==> config.mk <==
export PLATFORM = sky130hd
export DESIGN_NAME = emd_sift_stage
export DESIGN_NICKNAME = d
export VERILOG_FILES = /design/src/rtl/emd_sift_stage.sv
export SDC_FILE = /design/constraint.sdc
export NUM_CORES = 1
export LEC_CHECK = 0
export ABC_AREA = 1
export BUFFER_PORTS_ARGS = -buffer_cell sky130_fd_sc_hd__buf_4
export CAP_MARGIN = 20
export CORE_MARGIN = 1.5
export CORE_UTILIZATION = 28
export CTS_CLUSTER_SIZE = 30
export DETAILED_ROUTE_END_ITERATION = 16
export PLACE_DENSITY = 0.52
export SYNTH_ARGS = -nofsm -noshare
export SYNTH_HDL_FRONTEND = slang
export SYNTH_SLANG_ARGS = --single-unit
export TNS_END_PERCENT = 100
==> constraint.sdc <==
create_clock -name CLK -period 5.3 [get_ports CLK]
set_input_delay 0.265 -clock CLK [delete_from_list [all_inputs] [get_ports CLK]]
set_output_delay 0.265 -clock CLK [all_outputs]
set_load 0.02 [all_outputs]
==> src/rtl/emd_sift_stage.sv <==
// EMD sifting stage: mean envelope, h = x - mean, per-frame |h|/|mean| sums and stop decision.
// Build option: define SIFT_SAT_EN to saturate h_out instead of two's complement wrap.
module emd_sift_stage #(
    parameter int DW        = 16,
    parameter int FRAME_LEN = 256,
    parameter int THR_SHIFT = 5,
    parameter int AW        = 32
) (
    input  logic          CLK,
    input  logic          RST_N,
    input  logic [DW-1:0] Xin_DEALY,
    input  logic [DW-1:0] env_up,
    input  logic [DW-1:0] env_lo,
    input  logic          in_valid,
    input  logic          sync,
    output logic [DW-1:0] h_out,
    output logic          h_valid,
    output logic [DW-1:0] mean_out,
    output logic          frame_done,
    output logic          stop_flag,
    output logic [AW-1:0] acc_h,
    output logic [AW-1:0] acc_m
);

    localparam int CW = 16;
    localparam logic [0:0] ST_ACCUM  = 1'b0;
    localparam logic [0:0] ST_DECIDE = 1'b1;

    logic [DW-1:0] x_q, mean_q, mean_d, h_w, habs_w, mabs_w;
    logic [DW-1:0] h_q, mean_out_q;
    logic          v1_q, h_valid_q;
    logic [0:0]    state_q, state_d;
    logic [CW-1:0] cnt_q, cnt_d;
    logic [AW-1:0] run_h_q, run_h_d, run_m_q, run_m_d;
    logic [AW-1:0] acc_h_q, acc_h_d, acc_m_q, acc_m_d;
    logic          frame_done_q, frame_done_d, stop_q, stop_d;

    function automatic logic [AW-1:0] sat_add(input logic [AW-1:0] a, input logic [DW-1:0] b);
        logic [AW:0] s;
        s = {1'b0, a} + {{(AW+1-DW){1'b0}}, b};
        return s[AW] ? {AW{1'b1}} : s[AW-1:0];
    endfunction

    // floor((a+b)/2) without a wider adder: halves plus the carry of both LSBs
    assign mean_d = {env_up[DW-1], env_up[DW-1:1]} + {env_lo[DW-1], env_lo[DW-1:1]}
                  + {{(DW-1){1'b0}}, env_up[0] & env_lo[0]};

`ifdef SIFT_SAT_EN
    logic [DW:0] diff_w;
    assign diff_w = {x_q[DW-1], x_q} - {mean_q[DW-1], mean_q};
    always_comb begin
        if (diff_w[DW] != diff_w[DW-1])
            h_w = diff_w[DW] ? {1'b1, {(DW-1){1'b0}}} : {1'b0, {(DW-1){1'b1}}};
        else
            h_w = diff_w[DW-1:0];
    end
`else
    assign h_w = x_q - mean_q;
`endif

    assign habs_w = h_w[DW-1]    ? (~h_w + 1'b1)    : h_w;
    assign mabs_w = mean_q[DW-1] ? (~mean_q + 1'b1) : mean_q;

    always_comb begin
        state_d      = state_q;
        cnt_d        = cnt_q;
        run_h_d      = run_h_q;
        run_m_d      = run_m_q;
        acc_h_d      = acc_h_q;
        acc_m_d      = acc_m_q;
        stop_d       = stop_q;
        frame_done_d = 1'b0;
        if (state_q == ST_DECIDE) begin
            acc_h_d      = run_h_q;
            acc_m_d      = run_m_q;
            stop_d       = (run_m_q <= (run_h_q >> THR_SHIFT));
            frame_done_d = 1'b1;
        end
        // decision cycle and sync both open a fresh frame with the concurrent sample
        if (state_q == ST_DECIDE || sync) begin
            state_d = ST_ACCUM;
            cnt_d   = '0;
            run_h_d = '0;
            run_m_d = '0;
            if (v1_q) begin
                cnt_d   = CW'(1);
                run_h_d = sat_add('0, habs_w);
                run_m_d = sat_add('0, mabs_w);
            end
        end else if (v1_q) begin
            run_h_d = sat_add(run_h_q, habs_w);
            run_m_d = sat_add(run_m_q, mabs_w);
            cnt_d   = cnt_q + 1'b1;
            if (cnt_q == CW'(FRAME_LEN - 1))
                state_d = ST_DECIDE;
        end
    end

    always_ff @(posedge CLK or negedge RST_N) begin
        if (!RST_N) begin
            x_q          <= '0;
            mean_q       <= '0;
            v1_q         <= 1'b0;
            h_q          <= '0;
            mean_out_q   <= '0;
            h_valid_q    <= 1'b0;
            state_q      <= ST_ACCUM;
            cnt_q        <= '0;
            run_h_q      <= '0;
            run_m_q      <= '0;
            acc_h_q      <= '0;
            acc_m_q      <= '0;
            stop_q       <= 1'b0;
            frame_done_q <= 1'b0;
        end else begin
            x_q          <= Xin_DEALY;
            mean_q       <= mean_d;
            v1_q         <= in_valid;
            h_valid_q    <= v1_q;
            if (v1_q) begin
                h_q        <= h_w;
                mean_out_q <= mean_q;
            end
            state_q      <= state_d;
            cnt_q        <= cnt_d;
            run_h_q      <= run_h_d;
            run_m_q      <= run_m_d;
            acc_h_q      <= acc_h_d;
            acc_m_q      <= acc_m_d;
            stop_q       <= stop_d;
            frame_done_q <= frame_done_d;
        end
    end

    assign h_out      = h_q;
    assign h_valid    = h_valid_q;
    assign mean_out   = mean_out_q;
    assign frame_done = frame_done_q;
    assign stop_flag  = stop_q;
    assign acc_h      = acc_h_q;
    assign acc_m      = acc_m_q;

endmodule
# After elaboration in Yosys (flattened, before gate mapping)
# Index checks and enable logic that the tools add are counted.
[word_totals] out_inout_bits=99 word_cells=48 regBits=213 input_bits=52
[classes] bitwise=3 mux=17 reduce_logical=4 n_eq_ne=1 magnitude_cmp=1 n_addsub=8
[op_table] operator="32-bit 2-to-1 mux" count=6
[op_table] operator="16-bit 2-to-1 mux" count=6
[op_table] operator="32-bit by 16-bit adder with 33-bit output" count=2
[op_table] operator="16-bit by 1-bit adder with 16-bit output (second input constant)" count=3
[op_table] operator="32-bit by 27-bit less-or-equal comparator with 1-bit output" count=1
[op_table] operator="16-bit NOT" count=2
[op_table] operator="15-bit by 15-bit adder with 16-bit output" count=1
[op_table] operator="16-bit by 1-bit adder with 16-bit output" count=1
[op_table] operator="16-bit by 8-bit equality test with 1-bit output (second input constant)" count=1
[op_table] operator="16-bit subtractor" count=1
[op_table] operator="1-bit 2-to-1 mux" count=5
[op_table] operator="2-bit nonzero test" count=2
[op_table] operator="2-bit AND reduction" count=1
[op_table] operator="1-bit AND" count=1
[op_table] operator="1-bit logical OR" count=1

# Longest topological paths before layout
[logic_depth] depth_word=8 ltp_mapped=31

# Least setup slack after synthesis
# OpenSTA, ideal clock, no wires.
[synth_timing] path_type="register to register" start="reg mean_q[0]" end="reg run_h_q[15]" setup_ps=121 setup_slack_ps=1610 t_arrival_ps=3568 n_path_buf=1 stages_incl_launch_ff=27 path_cell_list="dfrtp_1 -> ha_1 -> inv_1 -> fa_1 -> inv_1 -> ha_1 -> inv_1 -> nor2_1 -> nand2_1 -> nor2_1 -> nand2_1 -> nor2_4 -> nand2_1 -> nand2_2 -> nand2_1 -> nand2_1 -> inv_2 -> ha_1 -> nand2_1 -> o21ai_0 -> a21oi_1 -> nand2_2 -> nand3_2 -> buf_4 -> nand3_1 -> a22oi_1 -> nand2_1"
[synth_between] elab_chain_len=8 elab_cells_between_ends=9
[synth_lines] element="from (decl)" line="29" rtl="logic [DW-1:0] x_q, mean_q, mean_d, h_w, habs_w, mabs_w;"
[synth_lines] element="from (signal assigned)" line="117" rtl="mean_q <= mean_d;"
[synth_lines] element="16-bit subtractor (*)" line="58" rtl="assign h_w = x_q - mean_q;"
[synth_lines] element="via h_w[1]" line="29"
[synth_lines] element="16-bit NOT" line="61" rtl="assign habs_w = h_w[DW-1] ? (~h_w + 1'b1) : h_w;"
[synth_lines] element="16-bit by 1-bit adder with 16-bit output" line="61"
[synth_lines] element="16-bit 2-to-1 mux (*)" line="61"
[synth_lines] element="32-bit by 16-bit adder with 33-bit output" line="40" rtl="s = {1'b0, a} + {{(AW+1-DW){1'b0}}, b};"
[synth_lines] element="32-bit 2-to-1 mux" line="41" rtl="return s[AW] ? {AW{1'b1}} : s[AW-1:0];"
[synth_lines] element="32-bit 2-to-1 mux" line="90" rtl="end else if (v1_q) begin"
[synth_lines] element="32-bit 2-to-1 mux (*)" line="80" rtl="if (state_q == ST_DECIDE || sync) begin"
[synth_lines] element="to (signal assigned)" line="126" rtl="run_h_q <= run_h_d;"
[synth_lines] element="to (decl)" line="34" rtl="logic [AW-1:0] run_h_q, run_h_d, run_m_q, run_m_d;"
# Mark *: on every way through the listed nets, which the timed path passes. The rest lies on a longest branch. The select of a mux whose other input is x is not followed.
# A chain may end at the register's enable or synchronous reset.

# Worst setup path after layout
# Same ends and word-level chain as after synthesis.

==> results.md <==
- Fin Setup TNS: 0 ns
- Skew-Pair Late Insertion Delay: 0.55 ns
- Routability Congestion: between 0.8 and 0.9
- # fillers: roughly 5000
- Netlist cell types: between 40 and 50
- Max-cap violation count: 0
- Die area: 0.04991 sq mm
- Final clock period utilization by the worst path: around nine tenths
- Post-route cell area: about 0.016 sq mm
- Worst slew pin tran: around 0.89 ns
- Worst relative slew slack: 40.43%
- Worst hold-check path type: in2reg
- Pwr Density: ~440 mW/mm^2
- Clock root cell: clkbuf_16
- Vias in the first global route: between 10000 and 15000
- Async S/R FF share, synth: between 90% and 100%
- Path type of the worst setup path: reg2reg
- Die Ht: around 220 microns
- Final WL: 42120 microns
- Final Hold Fails: 0
- Clock transition at the registers of the reported paths: about 0.06 ns
- Die X: 223.4 microns
- GR peak layer: met2
- DR DRC count: 0
- Synthesis-to-finish area growth: 21.08%
- Drt via density: ~4.8
- Initial antenna violation count: 1
- Met3 Use GR: under 10%
- Drt first pass iters: 5
- Yosys warning total: 0
- Initial Util: between 20% and 30%
- FF+latch count, synth: roughly 210
- Syn_area_per_cell: between 7 and 8 sq um
- WHS Path Cells: 4
- CTS tree: done
- # nets final: roughly 2100
- Pleak: 8.244 nW
- Clock buffer depth: 3
- Unrepaired setup endpoints after global routing: no
- EDFF count, synth: 0
- DP Wirelength: between 30000 and 40000 microns
- Antenna viol nets, final: 0
- Endpoints failing setup: 0
- Post_cts resized: 0
- Top_reg_cell synth: dfrtp_1
- Fmax: ~210 MHz
- Area after DPL: between 0.015 and 0.02 sq mm
- Critical Path AT: 5.12 ns
- Core area: ~0.048 sq mm
- Grt met2 use: 26.82%
- Met1 Track Usage GR: 23.87%
- I/O Buffers: 150
- Total track usage: around 17%
- Mapped Area: roughly 0.014 sq mm
- Status: completed
- Pin count of the biggest net entering global routing: between 100 and 150
- Max IR drop VDD: 0.2164 mV
- H-tree depth: 1
- CP Launch Type: flip-flop
- Slew Limit Fails: 0
- N_diodes: 0
- # IOs: approximately 150
- Worst Skew: approximately 0.017 ns
- Post-route minimum period: between 4 and 5 ns
- Required time of the critical path: between 5 and 6 ns
- Cells after Synth: 1824
- CTS Buf Count: 27
- Share of cells above drive strength 1: 12.41%
- Register area share after synthesis: 39.18%
- First-pass GRT wire length: 67390 microns
- Post-CTS Hold Buffers: 20
- Post-CTS setup buffers: 0
- Worst R2R Path Depth: 21
- Max Fanout on Critical Path: 16
- Vias: 12590
- Routed len/inst: ~16 microns
- CP Capture Type: flip-flop
- Row count: 80
- DR iter-0 viols: 977
- Synthesized Nets: about 2000
- CTS sink cnt: about 210
- Gr ovfl total: 0
==> routing by layer <==
metal,part of all wire (%),vias up,wire [microns]
met5,0.036,-,15
met4,2.1,2,886
met3,5.4,58,2280
met2,44,320,18500
met1,49,5889,20430
li1,-,6318,-
==> logic make-up (layout without fill, tap and decap cells) <==
logic type | Yosys count | after routing | share of synthesized area (%)
buffers and inverters | 237 | 420 | 6.779
AOI/OAI and AO/OA | 328 | 328 | 12.86
DFF | 213 | 213 | 39.18
adders and majority gates | 98 | 98 | 9.290
and+or+nand+nor | 885 | 885 | 27.72
xor gates and xnor gates | 63 | 63 | 4.167
==> worst max-delay path, stage by stage (launching register included) <==
cell     delay, ns
dfrtp_1       0.42
ha_1          0.21
inv_1         0.16
fa_1          0.43
inv_1         0.13
nand2_1       0.07
nor2_1        0.20
nand3_1       0.13
nor2_1        0.11
nand2_1       0.06
nor2_1        0.13
nand3_1       0.10
nor4_1        0.44
ha_1          0.39
a21oi_1       0.24
o21ai_0       0.11
a21oi_1       0.25
nand2_2       0.21
nand3_2       0.34
nand3_1       0.16
a22oi_1       0.18
nand2_1       0.07
==> path summary, 6_finish.rpt <==
| kind | slack [ns] | startpoint | endpoint |
|---|---|---|---|
| max | 0.61 | mean_q[0] | run_h_q[15] |
| min | 0.05 | sync | cnt_q[2] |
| min reg2reg | 0.48 | acc_m[25] | acc_m[25] |
| min in group asynchronous | 0.36 | RST_N | acc_h[4] |
| max in group asynchronous | 3.84 | RST_N | cnt_q[13] |
| max reg2reg | 0.61 | mean_q[0] | run_h_q[15] |
==> power by group <==
part | internal, mW | leakage [nW] | switching, mW
sequential | 1.83 | 2.80 | 0.235
clock | 1.09 | 0.427 | 0.717
combinational | 1.19 | 5.02 | 2.14
total | 4.11 | 8.24 | 3.10
==> area by class of cell <==
class / instances / area (sq um) / area share, %
Clock buffer: 34 / 752.0 / 4.565
Clock inverter: 11 / 110.1 / 0.6685
Inverter: 195 / 734.5 / 4.459
Multi-Input combinational cell: 1374 / 7353 / 44.64
Sequential cell: 213 / 5330 / 32.36
Tap cell: 615 / 769.5 / 4.672
Timing Repair Buffer: 180 / 1421 / 8.630
==> Yosys cell counts (2+ instances only) <==
cell      count  area [sq um]
xnor2_1      15         131.4
o21bai_1      3         22.52
nand4_1      24         150.1
o221ai_1      3         26.28
nand2_2      17         106.4
inv_1       187         701.9
buf_1         3         11.26
clkinv_1      2         7.510
clkbuf_1     31         116.4
xor2_1       46         402.9
o22ai_1       4         25.02
a22oi_1       4         30.03
o21ai_0     165         825.8
inv_2         5         18.77
o31ai_1       4         30.03
nor2_2        2         12.51
fa_1          5         100.1
nor3b_1       5         37.54
xor2_2        2         32.53
o21ai_1       2         10.01
nand3_1     116         580.6
dfrtp_1     213          5330
nor3_1       39         195.2
nand3b_1      3         22.52
a21o_1        8         60.06
nor2_4        6         67.56
and2_1        3         18.77
nor4_1        3         18.77
ha_1         93          1164
nand3_2       4         40.04
a21oi_1     118         590.6
o21ai_2       2         17.52
o211ai_1      6         45.04
buf_4         4         30.03
buf_2         3         15.01
nor2_1      123         461.7
a31oi_1       3         18.77
o21a_1        3         22.52
nand2_1     535          2008
==> through the flow <==
step                hold WS, ns  instances  total power, mW  util (%)  setup slack (ns)
floorplan              -0.03059       1824            4.405         -             1.610
global placement         0.3756       2557            5.393     32.20            0.9051
detailed placement       0.3756       2557            5.385     32.20            0.6886
CTS                     0.02143       2622            7.264     34.42            0.6581
global route            0.03400       2622            7.809     34.42            0.2341
finish                  0.04501       2622            7.204     34.42            0.6077
==> layout by cell type, fill, tap and decap left out, types with 46 or more instances in the layout <==
master,n
dfrtp_1,213
a21oi_1,118
nand3_1,116
xor2_1,46
o21ai_0,165
nand2_1,535
nor2_1,122
ha_1,93
buf_4,158
inv_1,186
==> flip-flops by register name, indices dropped and copies added (netlist names), 16 cells and up <==
| register | flops |
|---|---|
| x_q | 16 |
| run_h_q | 32 |
| acc_m | 32 |
| h_out | 16 |
| acc_h | 32 |
| mean_q | 16 |
| mean_out | 16 |
| cnt_q | 16 |
| run_m_q | 32 |
(Power assumes the default switching activity.)
